<file path="config.mk">
export PLATFORM = sky130hd
export DESIGN_NAME = switch_stage_dp4
export DESIGN_NICKNAME = d
export VERILOG_FILES = /design/src/rtl/switch_stage_pkg.sv /design/src/rtl/switch_ctrl_dp4.sv /design/src/rtl/switch_stage_dp4.sv
export SDC_FILE = /design/constraint.sdc
export NUM_CORES = 1
export LEC_CHECK = 0
export ABC_AREA = 1
export BUFFER_PORTS_ARGS = -buffer_cell sky130_fd_sc_hd__buf_4
export CAP_MARGIN = 20
export CELL_PAD_IN_SITES_DETAIL_PLACEMENT = 2
export CELL_PAD_IN_SITES_GLOBAL_PLACEMENT = 2
export CORE_UTILIZATION = 21
export CTS_CLUSTER_SIZE = 24
export DETAILED_ROUTE_END_ITERATION = 6
export GPL_TIMING_DRIVEN = 0
export PLACE_DENSITY_LB_ADDON = 0.1
export SYNTH_ARGS = -nofsm -noshare
export SYNTH_HDL_FRONTEND = slang
export SYNTH_SLANG_ARGS = --single-unit
</file>
<file path="constraint.sdc">
create_clock -name clk -period 1.1 [get_ports clk]
set_clock_uncertainty 0.15 [all_clocks]
set_input_delay 0.22 -clock clk [delete_from_list [all_inputs] [get_ports clk]]
set_output_delay 0.22 -clock clk [all_outputs]
set_load 0.005 [all_outputs]
</file>
<file path="src/rtl/switch_stage_pkg.sv">
// Shared constants, state encoding and control-table lookup for the dp4
// 2x2 switch stage.
package switch_stage_pkg;

    localparam int DP    = 4;
    localparam int CNT_W = 2;

    // Bit k is the cross control for beat k.
    localparam logic [DP-1:0] SW0_CTRL = 4'b1010;
    localparam logic [DP-1:0] SW1_CTRL = 4'b1100;

    typedef enum logic {
        IDLE = 1'b0,
        RUN  = 1'b1
    } state_e;

    // Returns {sw1_cross, sw0_cross} for beat k.
    function automatic logic [1:0] ctrl_lookup(input logic [CNT_W-1:0] k);
        return {SW1_CTRL[k], SW0_CTRL[k]};
    endfunction

endpackage

</file>
<file path="src/rtl/switch_ctrl_dp4.sv">
// Beat counter and FSM for the dp4 switch stage; turns the beat index into
// per-switch cross controls and regenerates the block start pulse.
module switch_ctrl_dp4
    import switch_stage_pkg::*;
(
    input  logic clk,
    input  logic rst,
    input  logic in_start,
    output logic sw_ctrl_0,
    output logic sw_ctrl_1,
    output logic busy,
    output logic start_d
);

    state_e             state_q, state_d;
    logic [CNT_W-1:0]   cnt_q, cnt_d;
    logic               start_q;
    logic [CNT_W-1:0]   beat_k;
    logic               in_block;
    logic [1:0]         ctrl;

    always_comb begin
        state_d  = state_q;
        cnt_d    = cnt_q;
        beat_k   = cnt_q;
        in_block = (state_q == RUN);
        // A start pulse always wins, even mid-block: this cycle becomes beat 0.
        if (in_start) begin
            beat_k   = '0;
            in_block = 1'b1;
            state_d  = RUN;
            cnt_d    = CNT_W'(1);
        end else if (state_q == RUN) begin
            if (cnt_q == CNT_W'(3)) begin
                state_d = IDLE;
                cnt_d   = '0;
            end else begin
                cnt_d = cnt_q + CNT_W'(1);
            end
        end
    end

    assign ctrl      = in_block ? ctrl_lookup(beat_k) : 2'b00;
    assign sw_ctrl_0 = ctrl[0];
    assign sw_ctrl_1 = ctrl[1];

    always_ff @(posedge clk) begin
        if (!rst) begin
            state_q <= IDLE;
            cnt_q   <= '0;
            start_q <= 1'b0;
        end else begin
            state_q <= state_d;
            cnt_q   <= cnt_d;
            start_q <= in_start;
        end
    end

    assign busy    = (state_q == RUN);
    assign start_d = start_q;

endmodule

</file>
<file path="src/rtl/switch_stage_dp4.sv">
// Four-lane stage with two 2x2 switches (lanes 0/1 and 2/3) driven by a
// per-beat control table; one cycle of registered latency on data and start.
module switch_stage_dp4
    import switch_stage_pkg::*;
#(
    parameter int DATA_WIDTH = 8,
    parameter int BLOCK_LEN  = 4
) (
    input  logic                  clk,
    input  logic                  rst,
    input  logic                  in_start,
    input  logic [DATA_WIDTH-1:0] in_data_0,
    input  logic [DATA_WIDTH-1:0] in_data_1,
    input  logic [DATA_WIDTH-1:0] in_data_2,
    input  logic [DATA_WIDTH-1:0] in_data_3,
    output logic [DATA_WIDTH-1:0] out_data_0,
    output logic [DATA_WIDTH-1:0] out_data_1,
    output logic [DATA_WIDTH-1:0] out_data_2,
    output logic [DATA_WIDTH-1:0] out_data_3,
    output logic                  out_start,
    output logic                  busy
);

    // The 2-bit beat counter only covers a 4-beat block.
    if (BLOCK_LEN != (1 << CNT_W)) begin : g_bad_block_len
        $error("switch_stage_dp4 supports BLOCK_LEN == 4 only");
    end

    logic [DP-1:0][DATA_WIDTH-1:0] lane_in;
    logic [DP-1:0][DATA_WIDTH-1:0] lane_sw;
    logic [DP-1:0][DATA_WIDTH-1:0] lane_q;
    logic [DP/2-1:0]               sw_ctrl;
    logic                          start_d;

    assign lane_in[0] = in_data_0;
    assign lane_in[1] = in_data_1;
    assign lane_in[2] = in_data_2;
    assign lane_in[3] = in_data_3;

    switch_ctrl_dp4 u_ctrl (
        .clk       (clk),
        .rst       (rst),
        .in_start  (in_start),
        .sw_ctrl_0 (sw_ctrl[0]),
        .sw_ctrl_1 (sw_ctrl[1]),
        .busy      (busy),
        .start_d   (start_d)
    );

    genvar gi;
    generate
        for (gi = 0; gi < DP/2; gi++) begin : g_switch
            assign lane_sw[2*gi]   = sw_ctrl[gi] ? lane_in[2*gi+1] : lane_in[2*gi];
            assign lane_sw[2*gi+1] = sw_ctrl[gi] ? lane_in[2*gi]   : lane_in[2*gi+1];
        end
    endgenerate

    always_ff @(posedge clk) begin
        if (!rst) begin
            lane_q <= '0;
        end else begin
            lane_q <= lane_sw;
        end
    end

    assign out_data_0 = lane_q[0];
    assign out_data_1 = lane_q[1];
    assign out_data_2 = lane_q[2];
    assign out_data_3 = lane_q[3];
    assign out_start  = start_d;

endmodule

</file>
==> summary.md <==
| Metric | Value |
|---|---|
| CTS max path bufs | `2` |
| Area leader, netlist | `dfxtp_1` |
| Clk Latency, worst-skew pair | `approximately 280 ps` |
| Synth unique cells | `10` |
| Die area | `~7500 µm²` |
| CP Data Required Time | `1170 ps` |
| Post-synthesis sequential area ratio | `0.477` |
| Area of the multi-input gates | `roughly 630 µm²` |
| Yosys reg bits | `36` |
| Final ANT Viol Nets | `0` |
| Relative slew slack | `0.852` |
| Asr flop ratio synth | `0` |
| DR vias/cell | `3.94` |
| Status | `complete, but fails checks` |
| Root buffer cell | `clkbuf_8` |
| Static leakage | `around 1.4 nW` |
| Clk sinks | `36` |
| Nets | `between 300 and 400` |
| Number of port buffers | `67` |
| Slew Limit Fails | `0` |
| Synth warn | `0` |
| I/O pins | `a little under 70` |
| Die width | `a little under 90 µm` |
| Vias in the first global route | `about 1600` |
| Initial antenna violation count | `0` |
| Starting Density | `0.220` |
| GPL Wtd Cong | `between 0.7 and 0.8` |
| Total GRT Usage | `0.133` |
| Cells after synthesis | `224` |
| Measured slew at the worst slew-check pin | `222 ps` |
| TritonCTS clock tree | `built` |
| Synth area leaders | `dfxtp_1 48%, nand2_1 17%, nor2_1 16%, inv_1 9.4%, buf_6 3.0%` |
| # DRC | `0` |
| Global-route wire length before repair | `approximately 7500 µm` |
| Peak VDD IR | `about 410 µV` |
| Startpoint Class | `register` |
| Register area | `~750 µm²` |
| Top post-synthesis cells by count | `69 x nand2_1, 65 x nor2_1, 38 x inv_1` |
| Max-cap violations | `0` |
| Hold Vio Cnt, Final | `0` |
| Final period util | `1.06` |
| RSZ-0062 raised after global routing | `true` |
| Final wirelength | `4960 µm` |
| Iter 0 DRT Violations | `10` |
| Share of layout cells above drive strength 1 | `0.439` |
| Gr ovfl total | `0` |
| Area growth syn-to-layout | `65.4%` |
| Die Y | `approximately 87 µm` |
| Top cell type's share of synthesized area | `0.477` |
| Clk slew on worst S/H paths | `roughly 80 ps` |
| Pre-antenna DRT Iters | `4` |
| Setup ws final | `-68.1 ps` |
| Mapped cell area | `between 1500 and 2000 µm²` |
| Failing checks | `negative setup slack` |
| PD cells | `roughly 1100 nW/µm²` |
| Number of synthesized flops with an enable pin | `0` |
| Most common cell in the synthesized netlist | `nand2_1` |
| Post-DP HPWL | `roughly 3500 µm` |
| Max Fclk | `856 MHz` |
| Fillers | `~830` |
| Vias | `1579` |
| Crit path DAT | `~1200 ps` |
| Total negative slack | `-1020 ps` |
| Mapped Avg Cell Area | `6.75 µm²` |
| Core area | `between 6000 and 7000 µm²` |
| Hold crit path type | `in -> reg` |
| Num rows | `30` |
| Cts bufs inserted | `5` |
| Post-Syn Nets | `260` |
| Total Power | `0.00285 W` |
| Crit path kind | `reg -> reg` |
| Final min period | `about 1200 ps` |
| Drt wl/cell | `between 10 and 15 µm` |
| Synth Flop Type | `dfxtp_1` |
| Critical path capture point type | `register` |
| CTS HTree Levels | `2` |
| # diodes | `0` |
| Largest net degree at the start of global routing | `11` |
| Final setup violation count | `33` |
| Crit path max fanout | `5` |
[sequential cells by signal, summed over array words and instances (netlist names)]
name,count
out_data_0,8
out_data_1,8
out_data_2,8
out_data_3,8
u_ctrl.cnt_q,2
u_ctrl.busy,1
u_ctrl.start_d,1
[report_power, final]
group          total, W  internal (W)  switching (W)
sequential      0.00143       0.00139      0.0000413
clock          0.000911      0.000431       0.000480
combinational  0.000504      0.000289       0.000214
[cell type report]
type                       count  area share
inverter                      38      0.0571
multi-input combinational    140       0.253
clock inverter                 1     0.00200
sequential                    36       0.301
buffer                        10      0.0415
tap                           96      0.0480
clock buffer                   6      0.0290
timing repair buffer          74       0.269
[critical path, stage by stage (launching register included)]
cell       delay, ps
dfxtp_4          400
nand3_4          140
clkbuf_16        200
nand2_4           50
nand2_1           50
nor2_1           110
[logic make-up (layout without fill, tap and decap cells)]
| kind of cell | count (synthesis) | in the layout | share of synthesized area |
|---|---|---|---|
| AOI/OAI and AO/OA | 3 | 3 | 0.00993 |
| buffers and inverters | 48 | 129 | 0.149 |
| and+or+nand+nor | 136 | 136 | 0.356 |
| adders and majority gates | 1 | 1 | 0.00828 |
| DFF | 36 | 36 | 0.477 |
[metal layers]
metal / routed length (µm) / share of wire / track usage / up-vias
li1: - / - / - / 792
met1: 2100 / 0.42 / 0.143 / 734
met2: 2480 / 0.50 / 0.243 / 48
met3: 326 / 0.066 / 0.0419 / 5
met4: 53 / 0.011 / 0.0455 / 0
met5: 0 / 0 / 0 / -
[cell usage in the layout (no fill, tap or decap), drive strengths merged]
cell type    netlist  routed
ha                 1       1
a21oi              3       3
clkbuf             0       8
dfxtp             36      36
nor2              65      65
dlygate4sd3        0       1
nand3              2       2
buf               10      81
nand2             69      69
inv               38      38
clkinv             0       1
[what timing repair did]
action,CTS,global route
resized for setup,21,52
pin swaps,0,9
endpoints found under the setup margin,40,62
hold buffers,1,0
endpoints found under the hold margin,1,0
gates cloned,0,2
buffers inserted,1,3
[metrics by stage]
step	util	hold WS (ps)	std cells	worst slack, ps	area [µm²]
CTS	0.333	11.3	396	-75.4	2290
finish	0.364	5.69	401	-68.1	2500
detailed placement	0.311	296	387	-234	2140
global placement	0.311	290	387	-200	2140
floorplan	-	163	224	32.9	1510
global route	0.364	8.50	401	-143	2500
[path summary, 6_finish.rpt]
kind / from / end / slack (ps) / cells after the start
worst min register to register: u_ctrl.cnt_q[1] / u_ctrl.cnt_q[1] / 350 / 2
worst max-delay path: u_ctrl.busy / out_data_2[2] / -70 / 5
worst max register to register: u_ctrl.busy / out_data_2[2] / -70 / 5
worst min-delay path: in_data_0[3] / out_data_1[3] / 6 / 3
Power figures use the tool's default switching activity.
